### config.mk
export PLATFORM = sky130hd
export DESIGN_NAME = int_alu_responder
export DESIGN_NICKNAME = d
export VERILOG_FILES = /design/src/rtl/int_alu_responder.sv
export SDC_FILE = /design/constraint.sdc
export NUM_CORES = 2
export LEC_CHECK = 0
export BUFFER_PORTS_ARGS = -buffer_cell sky130_fd_sc_hd__buf_2
export CAP_MARGIN = 20
export CORE_MARGIN = 3
export CORE_UTILIZATION = 60
export DETAILED_ROUTE_END_ITERATION = 8
export PLACE_DENSITY = 0.87
export SLEW_MARGIN = 40
export SYNTH_ARGS = -nofsm -noshare
export SYNTH_HDL_FRONTEND = slang
export SYNTH_SLANG_ARGS = --single-unit
export TNS_END_PERCENT = 1
### constraint.sdc
create_clock -name Clk -period 22.5 [get_ports Clk]
set_input_delay 2.25 -clock Clk [delete_from_list [all_inputs] [get_ports Clk]]
set_output_delay 2.25 -clock Clk [all_outputs]
set_load 0.05 [all_outputs]
### src/rtl/int_alu_responder.sv
// Integer ALU responder: captures opcode and two operands from the execution bus,
// computes add/sub/mult in one cycle or an unsigned divide over DivCycles cycles.
module int_alu_responder #(
  parameter int IntegerAluEn = 4,
  parameter int DivCycles    = 32
) (
  input  logic         Clk,
  input  logic         nReset,
  input  logic [15:0]  address,
  input  logic [255:0] ExecDataOut,
  input  logic         nRead,
  input  logic         nWrite,
  input  logic         opcodeonBus,
  input  logic         src1onBus,
  input  logic         src2onBus,
  input  logic         destonBus,
  output logic [255:0] AluDataOut,
  output logic         AluBusy,
  output logic         AluErr
);

  localparam int CntW = $clog2(DivCycles + 1);

  typedef enum logic [2:0] {IDLE, HAVE_OP, HAVE_S1, COMPUTE, DIV, DONE} state_t;

  state_t            state_r, state_s;
  logic [7:0]        opcode_r, opcode_s;
  logic [31:0]       a_r, a_s, b_r, b_s, result_r, result_s;
  logic [31:0]       rem_r, rem_s, quo_r, quo_s;
  logic [CntW-1:0]   cnt_r, cnt_s;
  logic              busy_r, busy_s, err_r, err_s;
  logic              sel_s;
  logic [32:0]       shifted_s, trial_s;
  logic              unused_s;

  assign sel_s     = (address[15:12] == 4'(IntegerAluEn));
  // One restoring-divide step: shift in the next dividend bit, try subtracting B.
  assign shifted_s = {rem_r, quo_r[31]};
  assign trial_s   = shifted_s - {1'b0, b_r};
  assign unused_s  = ^{nRead, destonBus, ExecDataOut[255:32]};

  assign AluDataOut = (state_r == DONE && sel_s && !nWrite) ? {224'b0, result_r} : 256'b0;
  assign AluBusy    = busy_r;
  assign AluErr     = err_r;

  // Next-state and datapath update; an opcode strobe overrides everything else.
  always_comb begin
    state_s  = state_r;
    opcode_s = opcode_r;
    a_s      = a_r;
    b_s      = b_r;
    result_s = result_r;
    rem_s    = rem_r;
    quo_s    = quo_r;
    cnt_s    = cnt_r;
    busy_s   = busy_r;
    err_s    = err_r;
    if (sel_s && !opcodeonBus) begin
      opcode_s = ExecDataOut[7:0];
      err_s    = 1'b0;
      busy_s   = 1'b0;
      state_s  = HAVE_OP;
    end else begin
      if (sel_s && !nWrite && state_r != DONE) begin
        err_s = 1'b1;
      end else begin
        err_s = err_r;
      end
      case (state_r)
        HAVE_OP: begin
          if (sel_s && !src1onBus) begin
            a_s     = ExecDataOut[31:0];
            state_s = HAVE_S1;
          end else begin
            state_s = HAVE_OP;
          end
        end
        HAVE_S1: begin
          // src1 outranks src2 even though it is ignored here
          if (sel_s && !src1onBus) begin
            state_s = HAVE_S1;
          end else if (sel_s && !src2onBus) begin
            b_s     = ExecDataOut[31:0];
            state_s = COMPUTE;
          end else begin
            state_s = HAVE_S1;
          end
        end
        COMPUTE: begin
          state_s = DONE;
          case (opcode_r)
            8'h10: result_s = a_r + b_r;
            8'h11: result_s = a_r - b_r;
            8'h12: result_s = a_r * b_r;
            8'h13: begin
              if (b_r == 32'h0) begin
                result_s = 32'hFFFF_FFFF;
                err_s    = 1'b1;
              end else begin
                state_s = DIV;
                busy_s  = 1'b1;
                rem_s   = 32'h0;
                quo_s   = a_r;
                cnt_s   = {CntW{1'b0}};
              end
            end
            default: begin
              result_s = 32'h0;
              err_s    = 1'b1;
            end
          endcase
        end
        DIV: begin
          quo_s = {quo_r[30:0], ~trial_s[32]};
          rem_s = trial_s[32] ? shifted_s[31:0] : trial_s[31:0];
          cnt_s = cnt_r + {{(CntW-1){1'b0}}, 1'b1};
          if (cnt_r == CntW'(DivCycles - 1)) begin
            state_s  = DONE;
            busy_s   = 1'b0;
            result_s = {quo_r[30:0], ~trial_s[32]};
          end else begin
            state_s = DIV;
          end
        end
        default: state_s = state_r;
      endcase
    end
  end

  // State and datapath registers.
  always_ff @(posedge Clk or negedge nReset) begin
    if (!nReset) begin
      state_r  <= IDLE;
      opcode_r <= 8'h0;
      a_r      <= 32'h0;
      b_r      <= 32'h0;
      result_r <= 32'h0;
      rem_r    <= 32'h0;
      quo_r    <= 32'h0;
      cnt_r    <= {CntW{1'b0}};
      busy_r   <= 1'b0;
      err_r    <= 1'b0;
    end else begin
      state_r  <= state_s;
      opcode_r <= opcode_s;
      a_r      <= a_s;
      b_r      <= b_s;
      result_r <= result_s;
      rem_r    <= rem_s;
      quo_r    <= quo_s;
      cnt_r    <= cnt_s;
      busy_r   <= busy_s;
      err_r    <= err_s;
    end
  end

endmodule

# --- Yosys cells after proc, flatten, opt, wreduce, memory -nomap -nowiden ---
# Cells that the tools add are included.
op_classes:
  mux: 33
  bitwise: 3
  eq_ne: 19
  addsub: 4
  multipliers: 1
  n_reduce_logical: 21
ops:
  columns: ["cell", "count"]
  rows:
  - ["32-bit 2-to-1 mux", 8]
  - ["32-bit case mux with 2 select lines", 3]
  - ["32-bit case mux with 4 select lines", 1]
  - ["33-bit by 32-bit subtractor with 33-bit output", 1]
  - ["32-bit adder", 1]
  - ["8-bit by 5-bit == test with 1-bit output (second input constant)", 4]
  - ["32-bit logical NOT", 1]
  - ["32-bit by 32-bit multiplier with 32-bit output", 1]
  - ["32-bit subtractor", 1]
  - ["4-bit AND reduction", 4]
  - ["3-bit inequality test (second input constant)", 5]
  - ["1-bit 2-to-1 mux", 13]
  - ["6-bit 2-to-1 mux", 2]
  - ["3-bit case mux with 4 select lines", 1]
  - ["6-bit case mux with 2 select lines", 1]
  - ["1-bit logical AND", 7]
  - ["6-bit by 1-bit adder with 6-bit output (second input constant)", 1]
  - ["3-bit by 2-bit == test with 1-bit output (second input constant)", 2]
  - ["3-bit == test (second input constant)", 2]
  - ["6-bit by 5-bit == test with 1-bit output (second input constant)", 1]
  - ["2-bit inequality test (second input constant)", 3]
  - ["5-bit nonzero test", 1]
  - ["4-bit by 3-bit == test with 1-bit output (second input constant)", 1]
  - ["1-bit logical NOT", 4]
  - ["other kinds (9)", 12]
totals:
  out_inout_bits: 258
  wordCells: 91
  ff_bits: 179
  in_bits: 280

# --- Depth between registers and ports, before layout ---
depth:
  word_depth: 8
  ltp_mapped: 28
  mapped_depth_nobuf: 26

# --- Least setup slack after synthesis ---
# No wires, ideal clock.
synth_timing:
  kind: "flip-flop to flip-flop"
  start: "reg b_r[5]"
  end: "reg result_r[31]"
  setup_ps: 82
  path_buffers: 2
  required_time_ps: 22418
  period_less_slack_ps: 7120
  stages_incl_launch_ff: 27
  arrival_ps: 7038
  slack_ps: 15380
  cell_sequence: "dfrtp_1 > clkbuf_1 > clkbuf_1 > and2_1 > fa_1 > fa_1 > fa_1 > inv_1 > fa_1 > inv_1 > fa_1 > inv_1 > fa_1 > inv_1 > fa_1 > fa_1 > ha_1 > nand3_1 > nor2_1 > and4_1 > nand3_1 > a2111oi_0 > o31ai_1 > o21ai_0 > xnor2_1 > o21ai_0 > a31oi_1"
synth_between:
  elab_chain_cells: 3
  elab_cells_between_ends: 8
  classes_between: "2 x add/sub; 1 x mul; 1 x eq/ne; 2 x mux; 2 x reduce/logical"
synth_lines:
  columns: ["element", "line_no", "rtl"]
  rows:
  - ["start: declaration", "28", "logic [31:0] a_r, a_s, b_r, b_s, result_r, result_s;"]
  - ["start signal: assignment", "147", "b_r <= b_s;"]
  - ["32-bit by 32-bit multiplier with 32-bit output, or another cell as far along", "94", "8'h12: result_s = a_r * b_r;"]
  - ["32-bit case mux with 4 select lines or 3-bit inequality test (tied branches)", null, null]
  - ["32-bit case mux with 2 select lines or 4-bit AND reduction (tied branches)", null, null]
  - ["end signal: assignment", "148", "result_r <= result_s;"]
  - ["end: declaration", "28", null]
# Parallel ways exist; a longest one is shown, timed or not.
# A chain may end at the register's enable or synchronous reset.

# --- Worst setup path after layout ---
layout_timing:
  start: "reg a_r[11]"
  end: "reg result_r[31]"
layout_between:
  elab_chain_cells: 3
  elab_cells_between_ends: 5
  classes_between: "2 x add/sub; 1 x mul; 2 x mux"
layout_lines:
  columns: ["element", "line_no", "rtl"]
  rows:
  - ["start: declaration", "28", null]
  - ["start signal: assignment", "146", "a_r <= a_s;"]
  - ["32-bit by 32-bit multiplier with 32-bit output, or another cell as far along", "94", null]
  - ["32-bit case mux with 4 select lines *", "91", "case (opcode_r)"]
  - ["32-bit case mux with 2 select lines *", "69", "case (state_r)"]
# Every way passes the cells marked *; elsewhere a longest branch is shown, timed or not.

==> impl_metrics.json <==
{
  "cp.required_ns": 22.81,
  "via_per_inst": 6.03,
  "ys_seq_elements": 179,
  "grt_overflow": 0,
  "grt_pass1_vias": 24000,
  "async_reset_ff_frac": 1.00,
  "hpwlAfterDp_um": 62600,
  "utilization": 0.627,
  "hold_class": "flop to flop",
  "synth_seq_area_share": 0.153,
  "rows": 80,
  "syn_avg_cell_area_um2": 8.89,
  "irDropWorstVdd_mv": 0.108,
  "maxClockFrequency_ghz": 0.118,
  "period_minus_slack_ns": 8.50,
  "cts_tree": "yes",
  "cp_max_fo": 15,
  "endpoint_kind": "flop",
  "antenna_found_initial": 3,
  "cts_hold_buf": 0,
  "initial_utilization": 0.611,
  "cts_resized": 0,
  "rsz0062_at_grt": "no",
  "die_width_um": 227,
  "root_buffer": "clkbuf_16",
  "grt_pass1_wl_um": 131000,
  "r2r_setup_slack_ns": 14.00,
  "die_area_um2": 51600,
  "startpoint_type": "flop",
  "post_cts_buffers": 0,
  "arrival_ns": 8.81,
  "drtPass1Iterations": 9,
  "r2r_cells": 25,
  "wl_per_cell_um": 21.6,
  "reg2reg_from": "a_r[11]$_DFFE_PN0P_",
  "p_leak_nw": 14.9,
  "worst_pin_slew_ns": 0.886,
  "dr.first_iter.drc_count": 2443,
  "fillers": 3813,
  "synth_ff_type": "dfrtp_1",
  "worstSetupPathType": "flop to flop",
  "whs_path_depth": 2,
  "cts_buffer_depth": 2,
  "clk_latency_ns": 0.47,
  "drt-total-wl_um": 84500,
  "drv_cap": 0,
  "finalSetupViolCount": 0,
  "port_buffers": 75,
  "finalMaxSlewViolations": 0,
  "setup_ws_ns": 14.00,
  "yosys_warnings": 0,
  "nNetsFinal": 4156,
  "syn_inst": 3300,
  "status": "complete, no violations",
  "clock_skew_ns": 0.0220,
  "dr_total_vias": 23600,
  "drive_above_1_share": 0.0796,
  "synthDistinctLibCells": 83,
  "ioPinCount": 538,
  "clk_pin_slew_ns": 0.09,
  "h-tree-depth": 4,
  "syn-cell-area_um2": 29300,
  "dpl_cell_area_um2": 29400,
  "synth_enable_flop_cells": 0,
  "cts_sinks": 179,
  "hold_violations": 0,
  "hold_end": "opcode_r[7]$_DFFE_PN0P_",
  "gp_congestion": 0.991,
  "fin_area_um2": 30100,
  "grt_start_max_net_pins": 106,
  "pre_cts_ws_ns": 14.19,
  "drc": 0,
  "tns_ns": 0,
  "grtUsageTotal": 0.331,
  "coreArea_um2": 48000,
  "die_h_um": 227,
  "max_slew_margin": 0.410,
  "numCtsBuffers": 17,
  "syn_to_final_growth_pct": 2.61,
  "hp-start": "opcode_r[7]$_DFFE_PN0P_",
  "fin_crit_sh": 0.378,
  "drtAntennaViolNets": 0,
  "reg2reg_to": "result_r[31]$_DFFE_PN0P_",
  "power_density_nw_per_um2": 65.7
}
## how the worst max path moves through the flow
stage | from | end | slack [ns] | cells after the start
2_1_floorplan | b_r[5]$_DFFE_PN0P_ | result_r[31]$_DFFE_PN0P_ | 15.38 | 26
3_3_place_gp | b_r[8]$_DFFE_PN0P_ | result_r[31]$_DFFE_PN0P_ | 14.09 | 25
3_5_place_dp | a_r[11]$_DFFE_PN0P_ | result_r[31]$_DFFE_PN0P_ | 14.19 | 25
4_1_cts | a_r[11]$_DFFE_PN0P_ | result_r[31]$_DFFE_PN0P_ | 14.11 | 25
5_1_grt | a_r[9]$_DFFE_PN0P_ | result_r[31]$_DFFE_PN0P_ | 13.66 | 26
6_report | a_r[11]$_DFFE_PN0P_ | result_r[31]$_DFFE_PN0P_ | 14.00 | 25
## final cells by class
class	instances	area, um^2	share of cell area
antenna	4	10.0	0.000332
tap	615	769	0.0256
clock buffer	17	425	0.0141
multi-input combinational	2511	21700	0.722
clock inverter	15	211	0.00702
inverter	436	1640	0.0544
timing repair buffer	132	837	0.0278
sequential	179	4490	0.149
## stage by stage
stage	std cells	power (mW)	hold WS (ns)
finish	3909	1.98	0.481
global route	3905	2.07	0.505
CTS	3904	1.94	0.480
detailed placement	3872	1.60	0.459
global placement	3872	1.58	0.454
floorplan	3523	1.34	0.437
## worst max-delay path: stages (launching register included)
cell	delay (ns)
dfrtp_1	0.71
buf_4	0.37
and2_1	0.20
fa_1	0.45
fa_1	0.45
fa_1	0.57
inv_1	0.06
fa_1	0.47
inv_1	0.05
fa_1	0.49
inv_1	0.06
fa_1	0.54
inv_1	0.05
fa_1	0.50
fa_1	0.44
ha_1	0.43
nand3_1	0.13
nor2_1	0.17
and4_1	0.23
nand3_1	0.10
a2111oi_1	0.66
o31ai_1	0.26
o21ai_0	0.42
xnor2_1	0.15
o21ai_0	0.25
a31oi_1	0.13
## power breakdown
part           internal [mW]  total, mW  switching (mW)
clock                  0.156      0.329           0.173
sequential             0.391      0.482          0.0914
combinational          0.428       1.17           0.739
total                  0.975       1.98            1.00
## layout by cell type (no fill, tap or decap), drive strengths merged, types with 65 or more instances in the layout
| master | count |
|---|---|
| ha | 189 |
| dfrtp | 179 |
| inv | 445 |
| and2 | 325 |
| mux2 | 65 |
| conb | 224 |
| xnor2 | 130 |
| buf | 132 |
| a21oi | 92 |
| nand2 | 392 |
| o21ai | 129 |
| nor2 | 122 |
| fa | 410 |
## cell families (layout without fill, tap and decap cells)
family | Yosys count | in the layout | share of synthesized area
and+or+nand+nor | 964 | 964 | 0.162
buffers and inverters | 833 | 600 | 0.137
adders and majority gates | 599 | 599 | 0.360
AOI/OAI and AO/OA | 466 | 466 | 0.105
DFF | 179 | 179 | 0.153
xor gates and xnor gates | 167 | 167 | 0.0498
muxes | 91 | 91 | 0.0338
other | 1 | 228 | 0.000128
## layer usage
layer  global-route usage  vias up  share of wire
met2                0.525     1552           0.46
met1                0.423    11600           0.36
met3               0.0881      393           0.12
met5                    0        -              0
met4                0.166        0          0.060
li1                     -    10000              -
## sequential cells by signal, indices dropped and copies added (netlist names), 3 cells and up
signal / count
cnt_r: 6
b_r: 32
rem_r: 32
opcode_r: 8
result_r: 32
state_r: 3
a_r: 32
quo_r: 32
## cell usage after synthesis, drive strengths merged (10+ instances only)
| master | instances | area (um^2) |
|---|---|---|
| mux2 | 65 | 732 |
| xor2 | 37 | 324 |
| nand4 | 12 | 75.1 |
| a22oi | 38 | 285 |
| nor2 | 122 | 458 |
| ha | 189 | 2360 |
| o21ai | 129 | 649 |
| a211oi | 14 | 110 |
| and2 | 325 | 2030 |
| inv | 435 | 1630 |
| nor2b | 12 | 75.1 |
| a31oi | 31 | 194 |
| a21o | 31 | 233 |
| dfrtp | 179 | 4480 |
| o211ai | 10 | 75.1 |
| o221ai | 16 | 140 |
| mux2i | 26 | 260 |
| o21a | 22 | 165 |
| buf | 252 | 1840 |
| xnor2 | 130 | 1140 |
| clkbuf | 145 | 544 |
| nand3 | 25 | 125 |
| nand2 | 392 | 1480 |
| nor3 | 21 | 110 |
| a21oi | 92 | 468 |
| fa | 410 | 8210 |
Note: power is estimated with default switching activity, not from simulation.
